### config.mk
export PLATFORM = sky130hd
export DESIGN_NAME = wash_cycle_timer
export DESIGN_NICKNAME = d
export VERILOG_FILES = /design/src/rtl/wash_cycle_timer.sv
export SDC_FILE = /design/constraint.sdc
export NUM_CORES = 1
export LEC_CHECK = 0
export CORE_MARGIN = 2
export CORE_UTILIZATION = 57
export DETAILED_ROUTE_END_ITERATION = 16
export MAX_ROUTING_LAYER = met4
export PLACE_DENSITY = 0.8
export SLEW_MARGIN = 40
export SYNTH_ARGS = -nofsm -noshare
export SYNTH_HDL_FRONTEND = slang
export SYNTH_SLANG_ARGS = --single-unit
### constraint.sdc
create_clock -name CLOCK -period 3.65 [get_ports CLOCK]
set_clock_uncertainty 0.2 [all_clocks]
set_input_delay 0.5475 -clock CLOCK [delete_from_list [all_inputs] [get_ports CLOCK]]
set_output_delay 0.5475 -clock CLOCK [all_outputs]
set_load 0.01 [all_outputs]
### src/rtl/wash_cycle_timer.sv
// wash_cycle_timer: two independent countdown timers for the wash controller.
// Each timer loads a load-size dependent duration when its start level rises,
// counts ticks of its own prescaler, and holds Done until start drops.
//
// state   | meaning
// --------+-----------------------------------------------------
// ST_IDLE | waiting for start; counter cleared
// ST_RUN  | counting ticks down from the latched duration
// ST_DONE | duration elapsed; Done held until start is released

module wash_timer_chan #(
  parameter int CNT_W     = 16,
  parameter int PRESCALE  = 4,
  parameter int DUR_MED   = 3,
  parameter int DUR_LARGE = 5
) (
  input  logic             CLOCK,
  input  logic             nReset,
  input  logic             start,
  input  logic             mws,
  input  logic             lws,
  input  logic             pause,
  output logic             busy,
  output logic             done,
  output logic [CNT_W-1:0] cnt
);

  localparam int PRE_W = (PRESCALE > 1) ? $clog2(PRESCALE) : 1;
  localparam logic [PRE_W-1:0] PRE_LAST = PRE_W'(PRESCALE - 1);

  typedef enum logic [1:0] {ST_IDLE, ST_RUN, ST_DONE} state_t;

  state_t           state, state_nx;
  logic [CNT_W-1:0] cnt_q, cnt_nx;
  logic [PRE_W-1:0] pre, pre_nx;
  logic [CNT_W-1:0] dur_sel;

  // Both load bits set is treated as a medium load.
  assign dur_sel = (lws && !mws) ? CNT_W'(DUR_LARGE) : CNT_W'(DUR_MED);

  // State, counter and prescaler registers.
  always_ff @(posedge CLOCK or negedge nReset) begin
    if (!nReset) begin
      state <= ST_IDLE;
      cnt_q <= '0;
      pre   <= '0;
    end else begin
      state <= state_nx;
      cnt_q <= cnt_nx;
      pre   <= pre_nx;
    end
  end

  // Next-state logic; abort takes priority over an expiring tick.
  always_comb begin
    state_nx = state;
    cnt_nx   = cnt_q;
    pre_nx   = pre;
    case (state)
      ST_IDLE: begin
        if (start) begin
          state_nx = ST_RUN;
          cnt_nx   = dur_sel;
          pre_nx   = '0;
        end
      end
      ST_RUN: begin
        if (!start) begin
          state_nx = ST_IDLE;
          cnt_nx   = '0;
          pre_nx   = '0;
        end else if (cnt_q == '0) begin
          // zero-length duration expires on the first edge after load
          state_nx = ST_DONE;
          pre_nx   = '0;
        end else if (!pause) begin
          if (pre == PRE_LAST) begin
            pre_nx = '0;
            cnt_nx = cnt_q - 1'b1;
            if (cnt_q == CNT_W'(1)) state_nx = ST_DONE;
          end else begin
            pre_nx = pre + 1'b1;
          end
        end
      end
      ST_DONE: begin
        if (!start) state_nx = ST_IDLE;
      end
      default: begin
        state_nx = ST_IDLE;
        cnt_nx   = '0;
        pre_nx   = '0;
      end
    endcase
  end

  assign busy = (state == ST_RUN);
  assign done = (state == ST_DONE);
  assign cnt  = cnt_q;

endmodule

module wash_cycle_timer #(
  parameter int CNT_W    = 16,
  parameter int PRESCALE = 4,
  parameter int T1_MED   = 3,
  parameter int T1_LARGE = 5,
  parameter int T2_MED   = 2,
  parameter int T2_LARGE = 4
) (
  input  logic             CLOCK,
  input  logic             nReset,
  input  logic             T1Start,
  input  logic             T2Start,
  input  logic             Mws,
  input  logic             Lws,
  input  logic             PAUSE,
  output logic             T1Done,
  output logic             T2Done,
  output logic             T1Busy,
  output logic             T2Busy,
  output logic [CNT_W-1:0] REMAIN
);

  logic [CNT_W-1:0] t1_cnt, t2_cnt;

  wash_timer_chan #(
    .CNT_W(CNT_W), .PRESCALE(PRESCALE), .DUR_MED(T1_MED), .DUR_LARGE(T1_LARGE)
  ) u_t1 (
    .CLOCK(CLOCK), .nReset(nReset), .start(T1Start), .mws(Mws), .lws(Lws),
    .pause(PAUSE), .busy(T1Busy), .done(T1Done), .cnt(t1_cnt)
  );

  wash_timer_chan #(
    .CNT_W(CNT_W), .PRESCALE(PRESCALE), .DUR_MED(T2_MED), .DUR_LARGE(T2_LARGE)
  ) u_t2 (
    .CLOCK(CLOCK), .nReset(nReset), .start(T2Start), .mws(Mws), .lws(Lws),
    .pause(PAUSE), .busy(T2Busy), .done(T2Done), .cnt(t2_cnt)
  );

  // Remaining ticks: timer 1 has priority when both are counting.
  always_comb begin
    REMAIN = '0;
    if (T1Busy)      REMAIN = t1_cnt;
    else if (T2Busy) REMAIN = t2_cnt;
  end

endmodule

==> metrics, run 1 <==
status finished, final reports clean; Static Leak 0.00134 uW; synthesized-area fraction occupied by xor and xnor cells 6.25%; Crit-path slowest cell dfrtp_1; final setup fails 0; core area 4410 um^2; largest family of logic cells by synthesized area simple AND/OR/NAND/NOR gates; dpl cell area 2970 um^2; critical path required time 2.90 ns; Worst-Margin Slew 0.711 ns; GRT met1 Usage 35.1%; final setup margin 0.689 ns; # DRC 0; vias in the first global route 2338; Yosys reg bits 40; Arrival @ worst endpoint 2.21 ns; adder-cell share of the synthesized area 2.82%; Inserted Clock Buffers 5; GRT Overall Usage 27.7%; kind of critical path reg2out; # clock sinks 40; First-pass DRT Iterations 4; via count 2432; met2 Resource Use GR 46.8%; Period minus WS final 2.96 ns; Post-Synth Simple-Gate Area 29.7%; RSZ-0062 raised after global routing no; most utilized layer in the global route result met2; top-level I/O count 27; CP top delay family buffers and inverters; die area 5230 um^2; top cell type's share of synthesized area 37.6%; CP startpoint kind flip-flop; GR met3 Demand/Resource 3.33%; worst skew pair latency 0.30 ns; dpl hpwl 4780 um; Die H 72.3 um; H-tree levels 2; Final Instance Area 3060 um^2; critical-path cell list nand2b_1, nor2_1, buf_4, a22o_1, clkdlybuf4s50_1; number of synthesis warnings 0; CTS root buffer clkbuf_8; row cnt 24; proportion of synthesized area in mux cells 0.752%; PwrDens 804 nW/um^2; Final Hold Viols 0; # hold bufs at CTS 0; Post-synth EDFFs 0; PostCTS Resize Cnt 0; clock slew at reported path FFs 0.08 ns; Peak VDD IR 0.370 mV; initial drt markers 224; syn avg cell area 8.81 um^2; Cell Area, Synth 2660 um^2; Main synth FF type dfrtp_1; fillers 364; Mapped Cells 302; share of cells above drive strength 1 8.56%; Die W 72.3 um; critical path endpoint category primary output; WHS 0.0138 ns; Max Buffers Root-to-Sink 2; synth unique cells 50; CP Buf/Inv Count 2; largest net degree at the start of global routing 41; final slew viol count 0; register area share after synthesis 37.6%; Largest stage delay, worst path 0.54 ns; Synth area leader dfrtp_1; total of max-cap violations 0; Synth Net Count 315; DRT antenna net count 0; worst relative slew slack 52.1%; worst hold path class in2async; Critical Path Fanout Max 12; Max Fclk 338 MHz; initial antenna violation count 0; Area Overhead vs Synth 15.0%; setup bufs post-CTS 0; Total Nets Final 339; Post-synth ARST share 100%; compound-gate portion of the synthesized area 18.5%; worst slack, placed 0.509 ns; Port-buffer cells 26; WL/cell 17.0 um; GPL Wtd Cong 0.901; fin crit share 81.1%; antenna cells 0; Core Util, Final 69.3%; Detailed Route WL 6440 um; first-pass GRT wire length 11000 um; via/cell ratio 6.42; CTS tree done; synth top area cells dfrtp_1, a22o_1, xnor2_1; total global routing overflow 0; Starting Density 60.3%; Final TNS setup 0 ns
## placed cells by master (no fill, tap or decap), drive strengths merged, types with 3 or more instances in the layout
cell,count
inv,11
nor2b,11
o311ai,3
or4b,3
xor2,4
or3,7
nand2,22
xnor2,15
ha,6
nor4b,4
o31ai,7
nand4,5
clkbuf,6
buf,9
clkdlybuf4s50,25
or4,11
nor3,13
dfrtp,40
nand2b,5
o211ai,5
or2,4
nor4,12
nand3,6
nor2,31
a21oi,6
nand3b,3
o21ai,8
a22o,18
## cells in the mapped netlist, drive strengths merged (7+ instances only)
cell,n
a22o,18
clkbuf,14
dfrtp,40
inv,11
nand2,22
nor2,31
nor2b,11
nor3,13
nor4,12
o21ai,8
o31ai,7
or3,7
or4,11
xnor2,15
## sequential cells by signal, indices dropped and copies added, names as in the netlist
register,count
u_t1.pre,2
u_t2.state,2
u_t2.cnt,16
u_t1.cnt,16
u_t1.state,2
u_t2.pre,2
## stage by stage
stage          power, uW  std cells
2_1_floorplan       1740        302
3_3_place_gp        2120        370
3_5_place_dp        2130        371
4_1_cts             2440        379
5_1_grt             2650        379
6_report            2460        379
## per-layer routing
layer  up-vias  routed length (um)
met4         0                  79
met3         7                 341
li1       1173                   -
met2        80                3160
met1      1172                2850
met5         -                   0
## kinds of logic (layout without fill, tap and decap cells)
group,Yosys count,in the layout
muxes,2,2
xor gates and xnor gates,19,19
and+or+nand+nor,142,142
adders and majority gates,6,6
AOI/OAI and AO/OA,65,65
DFF,40,40
buffers and inverters,28,53
## area by class of cell
class	count	area [um^2]	area share [%]
multi-input combinational	234	1540	50.5
sequential	40	1000	32.7
timing repair buffer	34	315	10.3
clock buffer	6	82.6	2.70
tap	52	65.1	2.13
inverter	11	41.3	1.35
clock inverter	2	10.0	0.327
## where the power goes
part	internal, uW	total (uW)	switching, uW
Combinational	610	1400	792
Sequential	554	747	193
Clock	151	312	162
Total	1310	2460	1150
## worst paths after layout
path                            cells past startpoint     endpoint  slack (ns)          start
worst max-delay path                                5   REMAIN[13]        0.69  u_t2.state[0]
worst min-delay path                                1  u_t1.cnt[1]        0.01         nReset
worst max register to register                      7  u_t1.pre[1]        0.84    u_t1.cnt[1]
worst min register to register                      1  u_t1.pre[1]        0.30    u_t1.pre[1]
max in group asynchronous                           1  u_t2.cnt[6]        2.89         nReset
min in group CLOCK                                  1  u_t1.pre[1]        0.30    u_t1.pre[1]
Power figures use the tool's default switching activity.
==> inputs of run 2 (changes only) <==
- CORE_UTILIZATION: 57 -> 52
- PLACE_DENSITY: 0.8 -> 0.77
- clock period: 3.65 -> 2.5 ns (I/O delays scaled with it)
==> run 2 against run 1 <==
Flip-flop and latch count unchanged; utilization increased by 2.3 points; count of clock-buffer cells in the layout increased by 1; setup slack got worse by 0.65 ns; highest routed layer unchanged; global-route usage increased by 0.90 points; design area increased by 17%; sequential share of layout area decreased by 4.8 points; critical endpoint is now u_t1.pre[1].
==> metrics, run 2 (synthesis results as in run 1) <==
status finished, final reports clean; kind of critical path reg2reg; clock slew at reported path FFs 0.08 ns; Max Fclk 407 MHz; largest net degree at the start of global routing 29; core area 5010 um^2; # clock sinks 40; top-level I/O count 27; worst skew pair latency 0.30 ns; Switching Share 42.5%; share of cells above drive strength 1 23.0%; row cnt 26; Critical Path Fanout Max 6; CP startpoint kind flip-flop; Peak VDD IR 0.578 mV; worst slack, placed -0.0662 ns; Inserted Clock Buffers 5; dpl hpwl 5480 um; total global routing overflow 0; Starting Density 53.1%; Final Non-Filler Cells 449; antenna cells 0; DRT antenna net count 0; commonest non-fill, non-tap cell in the layout buf_4; Die W 75.5 um; initial antenna violation count 0; Area Overhead vs Synth 34.8%; Final Hold Viols 0; Period minus WS final 2.46 ns; total of max-cap violations 0; die area 5710 um^2; via/cell ratio 5.97; fin crit share 98.4%; Int Pwr 2660 uW; Clock Power Share 12.9%; CTS root buffer clkbuf_8; final slew viol count 0; critical path required time 2.50 ns; # DRC 0; Arrival @ worst endpoint 2.46 ns; via count 2682; H-tree levels 2; Max Buffers Root-to-Sink 2; Worst-Margin Slew 0.613 ns; WHS 0.299 ns; final setup fails 0; Static Leak 0.00169 uW; GPL Wtd Cong 0.924; CTS tree done; Detailed Route WL 7710 um; vias in the first global route 2619; Die H 75.5 um; worst hold path class in2async; worst relative slew slack 58.8%; Logic pwr share 66.8%; most frequent cells in the layout buf_4, dfrtp_1, nor2_1; RSZ-0062 raised after global routing yes; critical path endpoint category flip-flop; first-pass GRT wire length 12100 um; switching pwr 1970 uW; Total Nets Final 391; Core Util, Final 71.6%; final setup margin 0.0412 ns; Port-buffer cells 26; placed cell count 433; First-pass DRT Iterations 5; PwrDens 1290 nW/um^2; GRT Overall Usage 28.6%; WL/cell 17.2 um; initial drt markers 253; part of the power in registers 20.4%
-- run 2: path summary, 6_finish.rpt --
| kind | startpoint | to | slack, ns | cells past startpoint |
|---|---|---|---|---|
| worst max register to register | u_t1.cnt[1] | u_t1.pre[1] | 0.04 | 7 |
| worst min register to register | u_t1.pre[1] | u_t1.pre[1] | 0.30 | 1 |
| max in group asynchronous | nReset | u_t2.cnt[12] | 1.11 | 3 |
| min in group CLOCK | u_t1.pre[1] | u_t1.pre[1] | 0.30 | 1 |
| worst min-delay path | nReset | u_t1.cnt[0] | 0.30 | 2 |
| worst max-delay path | u_t1.cnt[1] | u_t1.pre[1] | 0.04 | 7 |
-- run 2: critical path, stage by stage, from the launching register on --
cell and delay, ns:
dfrtp_1 0.40, inv_2 0.08, ha_4 0.13, or4b_4 0.44
or4_4 0.55, nor2b_4 0.17, a21o_1 0.19, a32o_1 0.19
-- run 2: cell type report --
cell class	instances	area [um^2]
flip-flops and latches	40	1000
fillers	400	1420
repair buffers	86	734
clock inverters	1	30.0
inverters	11	41.3
well taps	70	87.6
multi-input cells	234	1600
clock buffers	7	96.3
-- run 2: routing by layer --
layer  part of all wire, %  track usage, %
met3                   3.9            4.10
met4                   2.1            8.97
met2                    52            48.1
met5                     0               -
met1                    42            35.7
-- run 2: power groups by stage --
stage	logic (uW)	registers, uW	clock network, uW
2_1_floorplan	1580	969	0
3_3_place_gp	2750	935	0
3_5_place_dp	2790	947	0
4_1_cts	2860	937	600
5_1_grt	3330	960	629
6_report	3090	943	595
-- run 2: per-stage QoR --
stage	power, uW	setup TNS (ns)	area, um^2
6_report	4630	0	3590
5_1_grt	4920	-0.0512	3590
4_1_cts	4400	0	3500
3_5_place_dp	3730	-0.0662	3330
3_3_place_gp	3680	-0.0155	3330
2_1_floorplan	2550	-0.0738	2670
-- run 2: timing repair --
item / in CTS / in global routing
setup buffers: 3 / 4
gates resized for setup: 6 / 11
endpoints found under the setup margin: 17 / 24
pin swaps: 2 / 6
endpoints found under the hold margin: 12 / 0
hold buffers: 1 / 0
